## src/rtl/traffic_light_monitor.sv

```systemverilog
// Passive checker for the four 3-bit traffic light buses: safety, sequencing, timing, stall.
// Optional rotation-order check is built when ORDER_CHECK_EN is defined.
module traffic_light_monitor #(
  parameter int unsigned MIN_GREEN     = 4,
  parameter int unsigned YELLOW_CYCLES = 3,
  parameter int unsigned MAX_ALL_RED   = 64,
  parameter int unsigned CNT_W         = 16
) (
  input  logic             clk,
  input  logic             rst,
  input  logic [2:0]       light_path_left,
  input  logic [2:0]       light_path_right,
  input  logic [2:0]       light_straight,
  input  logic [2:0]       light_back,
  input  logic             clr_err,
  output logic             err_encoding,
  output logic             err_conflict,
  output logic             err_sequence,
  output logic             err_timing,
  output logic             err_stall,
  output logic             err_order,
  output logic             err_any,
  output logic             active_valid,
  output logic [1:0]       active_dir,
  output logic [CNT_W-1:0] phase_cnt,
  output logic [15:0]      cycle_count
);

  localparam logic [2:0] Red    = 3'b100;
  localparam logic [2:0] Yellow = 3'b010;
  localparam logic [2:0] Green  = 3'b001;

  localparam logic [CNT_W-1:0] MinGreen   = CNT_W'(MIN_GREEN);
  localparam logic [CNT_W-1:0] YellowCnt  = CNT_W'(YELLOW_CYCLES);
  localparam logic [CNT_W-1:0] YellowOver = CNT_W'(YELLOW_CYCLES + 1);
  localparam logic [CNT_W-1:0] StallAt    = CNT_W'(MAX_ALL_RED + 1);

  typedef enum logic [1:0] {
    KindAllRed   = 2'd0,
    KindConflict = 2'd1,
    KindSingle   = 2'd2
  } kind_e;

  // What the crossing is doing this cycle; any change restarts phase_cnt.
  typedef struct packed {
    kind_e      kind;
    logic [1:0] dir;
    logic [2:0] colour;
  } sig_t;

  logic [3:0][2:0] bus;
  logic [3:0][2:0] dec;
  logic [3:0][2:0] prev_q, prev_d;
  logic [3:0]      legal;
  logic [2:0]      n_nonred;
  logic [1:0]      last_nonred;
  sig_t            sig_q, sig_d;
  logic            same_sig;
  logic [CNT_W-1:0] phase_q, phase_d;
  logic [1:0]      dir_q, dir_d;
  logic            valid_q, valid_d;
  logic [15:0]     cycles_q;
  logic            cycle_inc;
  logic            v_enc, v_conf, v_seq, v_tim, v_stall;
  logic            err_enc_q, err_conf_q, err_seq_q, err_tim_q, err_stall_q, err_any_q;
  logic            err_enc_d, err_conf_d, err_seq_d, err_tim_d, err_stall_d, err_order_d;

  assign bus = {light_back, light_straight, light_path_right, light_path_left};

  always_comb begin
    n_nonred    = '0;
    last_nonred = '0;
    v_enc       = 1'b0;
    v_seq       = 1'b0;
    for (int i = 0; i < 4; i++) begin
      legal[i]  = (bus[i] == Red) || (bus[i] == Yellow) || (bus[i] == Green);
      dec[i]    = legal[i] ? bus[i] : Red;
      prev_d[i] = legal[i] ? bus[i] : prev_q[i];
      if (!legal[i]) v_enc = 1'b1;
      if (dec[i] != Red) begin
        n_nonred    = n_nonred + 3'd1;
        last_nonred = 2'(i);
      end
      if ((prev_q[i] == Red    && dec[i] == Yellow) ||
          (prev_q[i] == Green  && dec[i] == Red)    ||
          (prev_q[i] == Yellow && dec[i] == Green)) begin
        v_seq = 1'b1;
      end
    end

    v_conf  = n_nonred > 3'd1;
    valid_d = n_nonred == 3'd1;
    dir_d   = valid_d ? last_nonred : dir_q;

    sig_d = '{kind: KindAllRed, dir: 2'd0, colour: 3'd0};
    if (valid_d) begin
      sig_d = '{kind: KindSingle, dir: last_nonred, colour: dec[last_nonred]};
    end else if (v_conf) begin
      sig_d.kind = KindConflict;
    end

    same_sig = sig_d == sig_q;
    if (!same_sig) begin
      phase_d = CNT_W'(1);
    end else if (phase_q == {CNT_W{1'b1}}) begin
      phase_d = phase_q;
    end else begin
      phase_d = phase_q + CNT_W'(1);
    end

    // Transition checks use the count accumulated by the previously active approach.
    v_tim = 1'b0;
    if (sig_q.kind == KindSingle) begin
      if (sig_q.colour == Green && dec[sig_q.dir] == Yellow && phase_q < MinGreen) v_tim = 1'b1;
      if (sig_q.colour == Yellow && dec[sig_q.dir] == Red && phase_q != YellowCnt) v_tim = 1'b1;
      if (same_sig && sig_q.colour == Yellow && phase_d == YellowOver) v_tim = 1'b1;
    end

    v_stall   = (n_nonred == 3'd0) && (phase_d == StallAt);
    cycle_inc = (prev_q[3] == Yellow) && (dec[3] == Red);

    err_enc_d   = (err_enc_q   & ~clr_err) | v_enc;
    err_conf_d  = (err_conf_q  & ~clr_err) | v_conf;
    err_seq_d   = (err_seq_q   & ~clr_err) | v_seq;
    err_tim_d   = (err_tim_q   & ~clr_err) | v_tim;
    err_stall_d = (err_stall_q & ~clr_err) | v_stall;
  end

`ifdef ORDER_CHECK_EN
  logic [1:0] last_green_q, last_green_d;
  logic       last_valid_q, last_valid_d;
  logic       v_ord;
  logic       err_order_q;

  always_comb begin
    last_green_d = last_green_q;
    last_valid_d = last_valid_q;
    v_ord        = 1'b0;
    for (int i = 0; i < 4; i++) begin
      if (prev_q[i] == Red && dec[i] == Green) begin
        if (last_valid_q && (2'(i) != last_green_q + 2'd1)) v_ord = 1'b1;
        last_green_d = 2'(i);
        last_valid_d = 1'b1;
      end
    end
  end

  assign err_order_d = (err_order_q & ~clr_err) | v_ord;

  always_ff @(posedge clk) begin
    if (rst) begin
      last_green_q <= 2'd0;
      last_valid_q <= 1'b0;
      err_order_q  <= 1'b0;
    end else begin
      last_green_q <= last_green_d;
      last_valid_q <= last_valid_d;
      err_order_q  <= err_order_d;
    end
  end

  assign err_order = err_order_q;
`else
  assign err_order_d = 1'b0;
  assign err_order   = 1'b0;
`endif

  always_ff @(posedge clk) begin
    if (rst) begin
      prev_q      <= {4{Red}};
      sig_q       <= '{kind: KindAllRed, dir: 2'd0, colour: 3'd0};
      phase_q     <= '0;
      dir_q       <= 2'd0;
      valid_q     <= 1'b0;
      cycles_q    <= 16'd0;
      err_enc_q   <= 1'b0;
      err_conf_q  <= 1'b0;
      err_seq_q   <= 1'b0;
      err_tim_q   <= 1'b0;
      err_stall_q <= 1'b0;
      err_any_q   <= 1'b0;
    end else begin
      prev_q      <= prev_d;
      sig_q       <= sig_d;
      phase_q     <= phase_d;
      dir_q       <= dir_d;
      valid_q     <= valid_d;
      cycles_q    <= cycles_q + {15'd0, cycle_inc};
      err_enc_q   <= err_enc_d;
      err_conf_q  <= err_conf_d;
      err_seq_q   <= err_seq_d;
      err_tim_q   <= err_tim_d;
      err_stall_q <= err_stall_d;
      err_any_q   <= err_enc_d | err_conf_d | err_seq_d | err_tim_d | err_stall_d | err_order_d;
    end
  end

  assign err_encoding = err_enc_q;
  assign err_conflict = err_conf_q;
  assign err_sequence = err_seq_q;
  assign err_timing   = err_tim_q;
  assign err_stall    = err_stall_q;
  assign err_any      = err_any_q;
  assign active_valid = valid_q;
  assign active_dir   = dir_q;
  assign phase_cnt    = phase_q;
  assign cycle_count  = cycles_q;

endmodule

```

## config.mk

```make
export PLATFORM = sky130hd
export DESIGN_NAME = traffic_light_monitor
export DESIGN_NICKNAME = d
export VERILOG_FILES = /design/src/rtl/traffic_light_monitor.sv
export SDC_FILE = /design/constraint.sdc
export NUM_CORES = 1
export LEC_CHECK = 0
export CAP_MARGIN = 10
export CORE_ASPECT_RATIO = 1.2
export CORE_MARGIN = 2
export CORE_UTILIZATION = 59
export DETAILED_ROUTE_END_ITERATION = 8
export PLACE_DENSITY = 0.86
export SYNTH_ARGS = -nofsm -noshare
export SYNTH_HDL_FRONTEND = slang
export SYNTH_SLANG_ARGS = --single-unit
```

## constraint.sdc

```tcl
create_clock -name clk -period 7.1 [get_ports clk]
set_clock_uncertainty 0.2 [all_clocks]
set_input_delay 1.065 -clock clk [delete_from_list [all_inputs] [get_ports clk]]
set_output_delay 1.065 -clock clk [all_outputs]
set_load 0.05 [all_outputs]
```

==> results.py, run 1 <==
metrics = {
    "place": {
        "dpl_cell_area_sq_um": 4260,
        "post-dp-hpwl_mm": 7.12,
        "gp_congestion": 0.928,
        "portBuffers": 55,
    },
    "setup_path": {
        "critical_path_arrival_ps": 4750,
        "path_buf_inv": 1,
        "crit_type": "input port to register",
        "crit_chain": "clkdlybuf4s50_1 > xnor2_1 > nor2_1 > ha_1 > nor2_1 > a211o_1 > o22a_1 > nand3_1 > o311ai_1 > or4b_1 > nor3b_1",
        "cpPeakStageDelay_ps": 790,
        "required_ps": 7160,
        "path_common_cell": "nor2_1",
        "cpLargestDelayFamily": "simple AND/OR/NAND/NOR gates",
        "cp_max_fo": 15,
        "cp_slowest_cell": "or4b_1",
        "endpoint_kind": "register",
        "start_kind": "input port",
    },
    "final_layout": {
        "area_delta_synth_final_pct": 19.6,
        "insertedDiodeCount": 0,
        "fill_cells": 501,
        "drive_gt1_share_pct": 6.32,
        "finalInstanceArea_sq_um": 4460,
        "nets": 537,
    },
    "clocking": {
        "clock-sinks": 59,
        "cts_tree": "yes",
        "postCtsResizedCells": 0,
        "clk_path_buf_depth": 2,
        "htree_levels": 3,
        "cts_root_buffer": "clkbuf_8",
        "clk_latency_ps": 340,
        "cts_buffers": 9,
        "clk_pin_slew_ps": 70,
        "cts_hold_buf": 0,
        "postCtsSetupBuffers": 0,
    },
    "drt": {
        "vias": 3794,
        "drt_wl_total_mm": 9.83,
        "drc": 0,
        "drt-initial-drc-count": 311,
        "wl_per_cell_um": 16.3,
        "viasPerCell": 6.28,
        "dr.pass1.iters": 5,
        "ant_nets": 0,
    },
    "floorplanning": {
        "dieHeight_um": 91.1,
        "row_count": 31,
        "fp.dieW_um": 76.6,
        "start_util_pct": 61.3,
        "die_area_sq_um": 6980,
        "io_pins": 57,
        "core_area_sq_um": 6090,
    },
    "timing": {
        "final_max_slew_viol_count": 0,
        "timing.hold.ws_ps": 288,
        "max_freq_ghz": 0.213,
        "min_period_ps": 4690,
        "finalHoldViolCount": 0,
        "rsz0062_at_grt": "false",
        "maxSlewHeadroom_pct": 42.7,
        "fin_tns_setup_ps": 0,
        "worst_pin_slew_ps": 853,
        "setup_violations": 0,
        "min_period_over_period_pct": 66.0,
    },
    "global_route": {
        "antenna_found_initial": 0,
        "grtUsageTotal_pct": 28.7,
        "grt_max_degree": 31,
        "gr-total-overflow": 0,
        "first_global_vias": 3533,
        "grt_pass1_wl_mm": 16.5,
    },
    "logic_synthesis": {
        "syn_avg_cell_area_sq_um": 7.76,
        "synth-seq-cells": 59,
        "synth_area_sq_um": 3730,
        "ys_async_sr_fraction_pct": 0,
        "syn_nets": 500,
        "ys_seq_area_share_pct": 31.7,
        "synth_ff_type": "dfxtp_1",
        "yosysWarnings": 0,
        "ys_types": 69,
        "syn_inst": 481,
        "synth-edff-count": 0,
    },
    "pwr": {
        "p_int_w": 0.000587,
        "total_power_w": 0.000843,
        "power_leakage_nw": 1.57,
        "pwr-share-clk_pct": 37.1,
        "power_frac_comb_pct": 20.3,
        "switching_share_pct": 30.4,
        "irDropWorstVdd_v": 0.000197,
        "p_seq_share_pct": 42.6,
        "power.density_nw_per_um2": 189,
        "switchingPower_w": 0.000256,
    },
    "min_path": {
        "hold_class": "register to register",
    },
    "flow_run": {
        "maxCapViolCount": 0,
    },
    "run_status": {
        "status": "complete, no violations",
    },
}
==> final cells by class <==
type,instances,area [sq um],share of cell area [%]
clock buffers,11,151,3.39
clock inverters,4,50.0,1.12
inverters,19,71.3,1.60
multi-input cells,373,2350,52.6
flip-flops and latches,59,1180,26.5
well taps,82,103,2.30
repair buffers,56,558,12.5
==> per-layer routing <==
layer / wire [um] / track usage (%) / up-vias
met3: 582 / 3.68 / 34
met4: 218 / 12.1 / 0
met1: 4060 / 34.0 / 1780
met5: 0 / 0 / -
met2: 4960 / 51.8 / 166
li1: - / - / 1814
==> power by group through the flow <==
stage / Sequential, W / Clock (W) / Combinational, W
after floorplan: 0.000380 / 0 / 0.000107
after global placement: 0.000365 / 0 / 0.000164
after detailed placement: 0.000366 / 0 / 0.000168
after CTS: 0.000358 / 0.000314 / 0.000169
after global routing: 0.000360 / 0.000329 / 0.000185
final: 0.000359 / 0.000313 / 0.000171
==> layout by cell type, fill, tap and decap left out, drive strengths merged, types with 11 or more instances in the layout <==
cell type	count
a21oi	29
clkbuf	11
clkdlybuf4s50	55
dfxtp	59
inv	19
nand2	32
nand3	17
nand4	13
nor2	65
nor3	13
nor4	11
o21ai	26
xnor2	15
xor2	14
==> Yosys cell counts (2+ instances only) <==
library cell	n	share of area, %
a211o_1	3	0.70
a211oi_1	2	0.40
a21o_1	8	1.6
a21oi_1	28	3.8
a22oi_1	2	0.40
and2_1	9	1.5
and3_1	10	1.7
and4_1	2	0.47
buf_1	2	0.20
buf_2	7	0.94
clkbuf_1	19	1.9
dfxtp_1	59	32
ha_1	4	1.3
inv_1	19	1.9
mux4_2	2	1.2
nand2_1	32	3.2
nand2b_1	5	0.84
nand3_1	17	2.3
nand3b_1	4	0.80
nand4_1	13	2.2
nor2_1	65	6.5
nor2b_1	5	0.84
nor3_1	13	1.7
nor3b_1	8	1.6
nor4_1	9	1.5
nor4_2	2	0.67
nor4bb_1	3	0.80
o211ai_1	9	1.8
o21a_1	4	0.80
o21ai_0	25	3.4
o21bai_1	4	0.80
o221ai_1	2	0.47
o22a_1	2	0.47
o22ai_4	2	1.1
o311ai_0	3	0.70
o31ai_1	7	1.4
or2_2	4	0.67
or3_1	8	1.3
or3b_2	2	0.47
or4_1	2	0.40
xnor2_1	13	3.1
xnor2_2	2	0.87
xor2_1	14	3.3
==> registers in the layout (all words and copies together) (netlist names) <==
register and flops:
err_timing 1, cycle_count 16, prev_q 12, err_any 1, err_stall 1, err_encoding 1
sig_q 7, err_sequence 1, active_dir 2, err_conflict 1, phase_cnt 16
==> tightest hold or removal path, stage by stage (launching register included) <==
cell     delay [ps]
dfxtp_1         320
nand2_1          60
a21oi_1          50
==> cells by family (layout without fill, tap and decap cells) <==
family,Yosys count,after routing,share of synthesized area (%)
adder cells (fa/ha/maj),4,4,1.34
buffers and inverters,49,90,5.47
AND/OR/NAND/NOR,217,217,30.6
multiplexers,3,3,1.48
other,1,1,0.101
XOR/XNOR,29,29,7.21
AO/OA/AOI/OAI,119,119,22.1
flip-flops,59,59,31.7
==> per-stage QoR <==
step	utilization [%]	setup WS, ps	instances
finish	73.2	2410	604
global route	73.2	2230	604
CTS	73.2	2450	604
detailed placement	69.9	2100	589
global placement	69.9	2200	589
floorplan	-	3260	481
==> final timing paths <==
kind / start / end / slack, ps / cells past startpoint
worst min-delay path: err_conflict / err_conflict / 290 / 2
worst max register to register: phase_cnt[0] / err_any / 3510 / 8
worst max-delay path: light_path_right[0] / phase_cnt[8] / 2410 / 11
worst min register to register: err_conflict / err_conflict / 290 / 2
Note: power is estimated with default switching activity, not from simulation.
==> run 2, diff against run 1 <==
CORE_UTILIZATION = 55   (was 59)
PLACE_DENSITY = 0.81   (was 0.86)
clock period = 4.5 ns   (was 7.1 ns; I/O delays follow)
==> results.py, run 2 (synthesis gave the netlist of run 1 again) <==
metrics = {
    "timing": {
        "rsz0062_at_grt": "false",
        "max_freq_ghz": 0.257,
        "min_period_over_period_pct": 86.3,
        "setup_violations": 0,
        "maxSlewHeadroom_pct": 50.9,
        "worst_pin_slew_ps": 717,
        "min_period_ps": 3880,
        "finalHoldViolCount": 0,
        "fin_tns_setup_ps": 0,
        "final_max_slew_viol_count": 0,
    },
    "setup_path": {
        "endpoint_kind": "register",
        "cp_slowest_cell": "or4b_2",
        "crit_type": "input port to register",
        "crit_chain": "clkdlybuf4s50_1 > xnor2_2 > nor2_1 > ha_1 > nor2_1 > a211o_1 > o22a_1 > nand2_1 > or4b_2 > and2_1 > o31ai_1",
        "path_buf_inv": 1,
        "cpLargestDelayFamily": "simple AND/OR/NAND/NOR gates",
        "start_kind": "input port",
        "cp_max_fo": 10,
        "critical_path_arrival_ps": 3930,
        "path_common_cell": "nor2_1",
        "required_ps": 4550,
        "cpPeakStageDelay_ps": 610,
    },
    "place": {
        "post-dp-hpwl_mm": 7.10,
        "gp_congestion": 0.939,
        "portBuffers": 55,
    },
    "clocking": {
        "cts_tree": "yes",
        "htree_levels": 3,
        "cts_hold_buf": 0,
        "clk_pin_slew_ps": 60,
        "clk_path_buf_depth": 2,
        "cts_root_buffer": "clkbuf_8",
        "cts_buffers": 9,
        "clock-sinks": 59,
        "clk_latency_ps": 340,
        "postCtsSetupBuffers": 0,
        "postCtsResizedCells": 0,
    },
    "run_status": {
        "status": "complete, no violations",
    },
    "final_layout": {
        "insertedDiodeCount": 0,
        "final_common_cell": "nor2_1",
        "nets": 547,
        "layout_common_cells": "65 x nor2_1, 59 x dfxtp_1, 55 x clkdlybuf4s50_1",
        "area_delta_synth_final_pct": 22.3,
        "fill_cells": 552,
        "register_area_sq_um": 1180,
        "drive_gt1_share_pct": 8.08,
        "multi_input_area_sq_um": 2350,
    },
    "global_route": {
        "gr-total-overflow": 0,
        "grtUsageTotal_pct": 26.8,
        "antenna_found_initial": 0,
        "grt_pass1_wl_mm": 16.1,
        "grt_max_degree": 22,
        "first_global_vias": 3439,
    },
    "drt": {
        "drc": 0,
        "ant_nets": 0,
        "drt_wl_total_mm": 9.64,
        "viasPerCell": 6.18,
        "wl_per_cell_um": 15.6,
        "vias": 3813,
        "dr.pass1.iters": 5,
        "drt-initial-drc-count": 351,
    },
    "floorplanning": {
        "die_area_sq_um": 7460,
        "fp.dieW_um": 79.2,
        "row_count": 32,
        "dieHeight_um": 94.2,
        "start_util_pct": 57.5,
        "io_pins": 57,
        "core_area_sq_um": 6490,
    },
    "min_path": {
        "hold_class": "register to register",
    },
    "flow_run": {
        "maxCapViolCount": 0,
    },
    "pwr": {
        "power.density_nw_per_um2": 305,
        "total_power_w": 0.00139,
        "irDropWorstVdd_v": 0.000215,
        "power_leakage_nw": 1.64,
    },
}
[run 2: changes by cell type in the layout (fill, tap and decap cells not counted)]
cell,before,now
clkinv_4,0,1
clkinvlp_4,2,0
bufinv_16,1,2
buf_4,1,11
[run 2: where the power goes]
part / internal, W / switching [W]
Combinational: 0.000108 / 0.000167
Clock: 0.000339 / 0.000212
Sequential: 0.000542 / 0.0000243
[run 2: worst paths after layout]
| kind | endpoint | slack, ps | cells past startpoint | from |
|---|---|---|---|---|
| worst max register to register | err_stall | 1150 | 8 | phase_cnt[0] |
| worst min register to register | prev_q[7] | 290 | 2 | prev_q[7] |
| worst min-delay path | prev_q[7] | 290 | 2 | prev_q[7] |
| worst max-delay path | err_any | 620 | 11 | light_path_left[0] |
[run 2: final cells by class]
cell class                      instances  share of cell area, %
Multi-Input combinational cell        373                   51.4
Sequential cell                        59                   25.9
Timing Repair Buffer                   66                   13.9
Clock buffer                           11                   3.32
Tap cell                               85                   2.33
Clock inverter                          4                   1.62
Inverter                               19                   1.56
[run 2: through the flow]
step	cell area [sq um]	instances	util [%]	worst slack [ps]	hold slack, ps
global route	4560	617	70.4	418	308
detailed placement	4340	602	66.9	306	279
global placement	4340	602	66.9	415	267
CTS	4560	617	70.4	638	288
floorplan	3730	481	-	1050	241
finish	4560	617	70.4	615	285
[run 2: routing by layer]
layer  global-route usage [%]  share of wire, %  vias to the layer above
met4                     10.5               2.4                        0
li1                         -                 -                     1835
met2                     44.3                49                      153
met1                     34.8                43                     1799
met5                        0                 0                        -
met3                     4.42               6.1                       26
[run 2: worst reg2reg max path: stages (launching register included)]
cell,delay [ps]
dfxtp_1,530
ha_1,310
nand4_1,240
or4_1,730
and3_1,270
nor3_1,140
o221ai_1,150
or3_1,450
o31ai_1,250
==> RTL change 1, RTL diff (config.mk and constraints of run 1) <==
Change the parameter `CNT_W` from 16 to 18.
--- a/src/rtl/traffic_light_monitor.sv
+++ b/src/rtl/traffic_light_monitor.sv
@@ -6,3 +6,3 @@
   parameter int unsigned MAX_ALL_RED   = 64,
-  parameter int unsigned CNT_W         = 16
+  parameter int unsigned CNT_W         = 18
 ) (
Ports: changed (resized phase_cnt); port bits go from 57 to 59. The function was not compared with the original's and may differ.
==> RTL change 1 against run 1 <==
Setup slack got worse by 460 ps; total power decreased by 1.1%; highest routed layer unchanged; critical path depth increased by 4; largest power group unchanged; routed wire length decreased by 5.8%; sequential cell count increased by 2; cell area increased by 1.5%; critical path type unchanged; count of clock-buffer cells in the layout decreased by 2; combinational power increased by 6%; area after synthesis increased by 2.9%; via count decreased by 4.0%.
==> RTL change 1: results (changes against run 1) <==
GRT
  – Total Routing Usage GR: 0.272 (was 0.287)
  – Met3 routing resource usage after global routing: 0.0653 (was 0.0368)
  – GR met2 Demand/Resource: 0.451 (was 0.518)
  – Via count of the first global-routing pass: 3,410 (was 3,533)
  – Met1 Track Usage GR: 0.337 (was 0.340)
  – Pin count of the biggest net entering global routing: 42 (was 31)
  – Global-route wire length before repair: 15,700 um (was 16,500 um)

Place
  – Routability cong.: 0.906 (was 0.928)
  – Placed Instances: 591 (was 589)
  – Count of input and output buffers: 57 (was 55)
  – Placement-stage worst setup slack: 1640 ps (was 2100 ps)
  – Post-DP HPWL: 6760 um (was 7120 um)

Detailed routing
  – Detailed route wirelength on metal2: 4500 um (was 4960 um)
  – Drt first-iter violations: 300 (was 311)
  – Average routed wire per standard cell: 15.2 um (was 16.3 um)

Worst setup path
  – Top fanout value on the critical path: 17 (was 15)
  – R2R Setup Slk: 3350 ps (was 3510 ps)
  – Data arrival time of the critical path: 5220 ps (was 4750 ps)
  – Cell with the largest stage delay on the worst path: sky130_fd_sc_hd__clkdlybuf4s50_1 (was sky130_fd_sc_hd__or4b_1)

Finish
  – Layout cells sized above 1: 0.0805 (was 0.0632)
  – Fillcell total: 506 (was 501)

Synthesis
  – Number of distinct library cells after synthesis: 72 (was 69)
  – Commonest cells in the synthesized netlist: sky130_fd_sc_hd__nor2_1, sky130_fd_sc_hd__dfxtp_1, sky130_fd_sc_hd__nand3_1, sky130_fd_sc_hd__nand2_1, sky130_fd_sc_hd__a21oi_1 (was sky130_fd_sc_hd__nor2_1, sky130_fd_sc_hd__dfxtp_1, sky130_fd_sc_hd__nand2_1, sky130_fd_sc_hd__a21oi_1, sky130_fd_sc_hd__o21ai_0)
  – Sequential element share of the synthesized area: 0.318 (was 0.317)
  – Adder and majority cell fraction of the synthesized area: 0.0163 (was 0.0134)
  – Cell types occupying the most area after synthesis: sky130_fd_sc_hd__dfxtp_1, sky130_fd_sc_hd__nor2_1, sky130_fd_sc_hd__nand3_1, sky130_fd_sc_hd__xor2_1, sky130_fd_sc_hd__xnor2_1 (was sky130_fd_sc_hd__dfxtp_1, sky130_fd_sc_hd__nor2_1, sky130_fd_sc_hd__a21oi_1, sky130_fd_sc_hd__o21ai_0, sky130_fd_sc_hd__xor2_1)
  – Average footprint of a synthesized cell: 7.95 um2 (was 7.76 um2)
  – Post-synthesis compound-gate area fraction: 0.181 (was 0.221)
  – Post-synthesis xor/xnor area fraction: 0.0912 (was 0.0721)

STA
  – Minimum clock period after layout: 5140 ps (was 4690 ps)
  – Hold Worst Slack: 288 ps (about the same)

Power
  – Reported leakage power: 1.62 nW (was 1.57 nW)

Worst hold path
  – Worst min-delay path endpoint: prev_q[7]$_SDFFE_PP0N_ (was err_conflict$_SDFF_PP0_)

Run status
  – Run status: complete, no violations (unchanged)
[RTL change 1: worst max-delay path by stage]
stage	from	cells after the start	to
after floorplan	light_path_right[1]	16	phase_cnt[10]$_SDFF_PP0_
after global placement	light_path_right[1]	15	phase_cnt[16]$_SDFF_PP0_
after detailed placement	light_path_right[0]	15	phase_cnt[16]$_SDFF_PP0_
after CTS	light_path_right[0]	15	phase_cnt[16]$_SDFF_PP0_
after global routing	light_path_right[0]	15	phase_cnt[16]$_SDFF_PP0_
final	light_path_right[0]	15	phase_cnt[16]$_SDFF_PP0_
[RTL change 1: area by class of cell]
class,instances,area [um2],area share
repair buffers,59,586,0.129
inverters,11,41.3,0.00912
clock inverters,7,50.0,0.0111
well taps,85,106,0.0235
clock buffers,9,124,0.0274
flip-flops and latches,61,1220,0.270
multi-input cells,375,2400,0.530
[RTL change 1: power by group]
group          switching (W)  internal [W]
clock               0.000155      0.000128
sequential         0.0000142      0.000355
combinational       0.000112     0.0000696
total               0.000281      0.000553
==> RTL change 2, RTL diff (flow settings as in run 1) <==
Without the edit above. Put one more register stage on the output `err_conflict`, with the module's reset. The value now appears one clock later. The other outputs are not delayed to match.
--- a/src/rtl/traffic_light_monitor.sv
+++ b/src/rtl/traffic_light_monitor.sv
@@ -198,3 +198,9 @@
   assign err_encoding = err_enc_q;
-  assign err_conflict = err_conf_q;
+  always_ff @(posedge clk) begin
+    if (rst) begin
+      err_conflict <= '0;
+    end else begin
+      err_conflict <= err_conf_q;
+    end
+  end
   assign err_sequence = err_seq_q;
Formal check against the unedited RTL: not equivalent (a bounded check fails within 4 cycles, from zero or initial values and one cycle with rst high).
==> RTL change 2 against run 1 <==
Die area fell by 0.83%; non-clock buffer count did not move; critical endpoint is now phase_cnt[14]$_SDFF_PP0_; total power rose by 3.4%; critical path type unchanged; cell area fell by 1.1%; routed wire length fell by 5.1%; global-route usage fell by 1.6 points; setup slack improved by 170 ps; sequential cell count rose by 1; area after synthesis fell by 0.87%; largest cell class unchanged.
==> RTL change 2: results (changes against run 1) <==
Synthesis
  – Average footprint of a synthesized cell: 7.89 um2 (was 7.76 um2)
  – Mux cell area share after synthesis: 0.0200 (was 0.0148)
  – Adder and majority cell fraction of the synthesized area: 0.0135 (was 0.0134)
  – Synthesized Nets: 488 (was 500)
  – Post-synthesis compound-gate area fraction: 0.189 (was 0.221)
  – Sequential element share of the synthesized area: 0.325 (was 0.317)
  – Number of distinct library cells after synthesis: 72 (was 69)
  – Commonest cells in the synthesized netlist: sky130_fd_sc_hd__nor2_1, sky130_fd_sc_hd__dfxtp_1, sky130_fd_sc_hd__nand2_1, sky130_fd_sc_hd__nand3_1, sky130_fd_sc_hd__o21ai_0 (was sky130_fd_sc_hd__nor2_1, sky130_fd_sc_hd__dfxtp_1, sky130_fd_sc_hd__nand2_1, sky130_fd_sc_hd__a21oi_1, sky130_fd_sc_hd__o21ai_0)

Worst setup path
  – Cell with the largest stage delay on the worst path: sky130_fd_sc_hd__clkdlybuf4s50_1 (was sky130_fd_sc_hd__or4b_1)
  – R2R Setup Slk: 4150 ps (was 3510 ps)
  – Slowest cell delay on critical path: 580 ps (was 790 ps)
  – Path depth of the worst reg2reg path: 7 (was 8)
  – Data arrival time of the critical path: 4550 ps (was 4750 ps)
  – End point of the critical path: phase_cnt[14]$_SDFF_PP0_ (was phase_cnt[8]$_SDFF_PP0_)
  – CP delay by family, top: compound AO/OA/AOI/OAI gates (was simple AND/OR/NAND/NOR gates)

Place
  – Placed Instances: 580 (was 589)
  – Placement-stage worst setup slack: 2280 ps (was 2100 ps)
  – Routability cong.: 0.981 (was 0.928)

STA
  – Worst relative slew slack: 0.496 (was 0.427)
  – Hold Worst Slack: 285 ps (was 288 ps)
  – Final clock period utilization by the worst path: 0.637 (was 0.660)

Detailed routing
  – Number of vias per cell after detailed routing: 6.10 (was 6.28)
  – Drt first-iter violations: 207 (was 311)
  – Total number of vias: 3,638 (was 3,794)
  – Total wire length: 9320 um (was 9830 um)

Finish
  – Count of nets after finishing: 528 (was 537)
  – Fillcell total: 495 (was 501)

GRT
  – Via count of the first global-routing pass: 3,304 (was 3,533)
  – Total Routing Usage GR: 0.271 (was 0.287)
  – Pin count of the biggest net entering global routing: 40 (was 31)

Worst hold path
  – Launch point of the worst hold path: active_dir[1]$_SDFFE_PP0P_ (was err_conflict$_SDFF_PP0_)
  – Worst min-delay path endpoint: active_dir[1]$_SDFFE_PP0P_ (was err_conflict$_SDFF_PP0_)

Power
  – Worst-case vdd ir drop: 0.000134 V (was 0.000197 V)
  – Reported leakage power: 1.55 nW (was 1.57 nW)

Run status
  – Run status: complete, no violations (unchanged)
[RTL change 2: layout make-up]
cell class,instances,area [um2],share of cell area
Clock buffer,12,145,0.0329
Clock inverter,4,72.6,0.0164
Inverter,19,71.3,0.0162
Multi-Input combinational cell,363,2260,0.512
Sequential cell,60,1200,0.272
Tap cell,82,103,0.0233
Timing Repair Buffer,56,558,0.126
[RTL change 2: metal layers]
| layer | GRT usage | share of wire | routed length (um) |
|---|---|---|---|
| met5 | 0 | 0 | 0 |
| met4 | 0.102 | 0.023 | 217 |
| met3 | 0.0440 | 0.053 | 492 |
| met2 | 0.482 | 0.51 | 4790 |
| met1 | 0.327 | 0.41 | 3830 |
[RTL change 2: power by group]
group	leakage, nW	switching [W]	internal, W
clock network	0.107	0.000136	0.000207
registers	0.488	0.0000145	0.000350
logic	0.956	0.000102	0.0000621
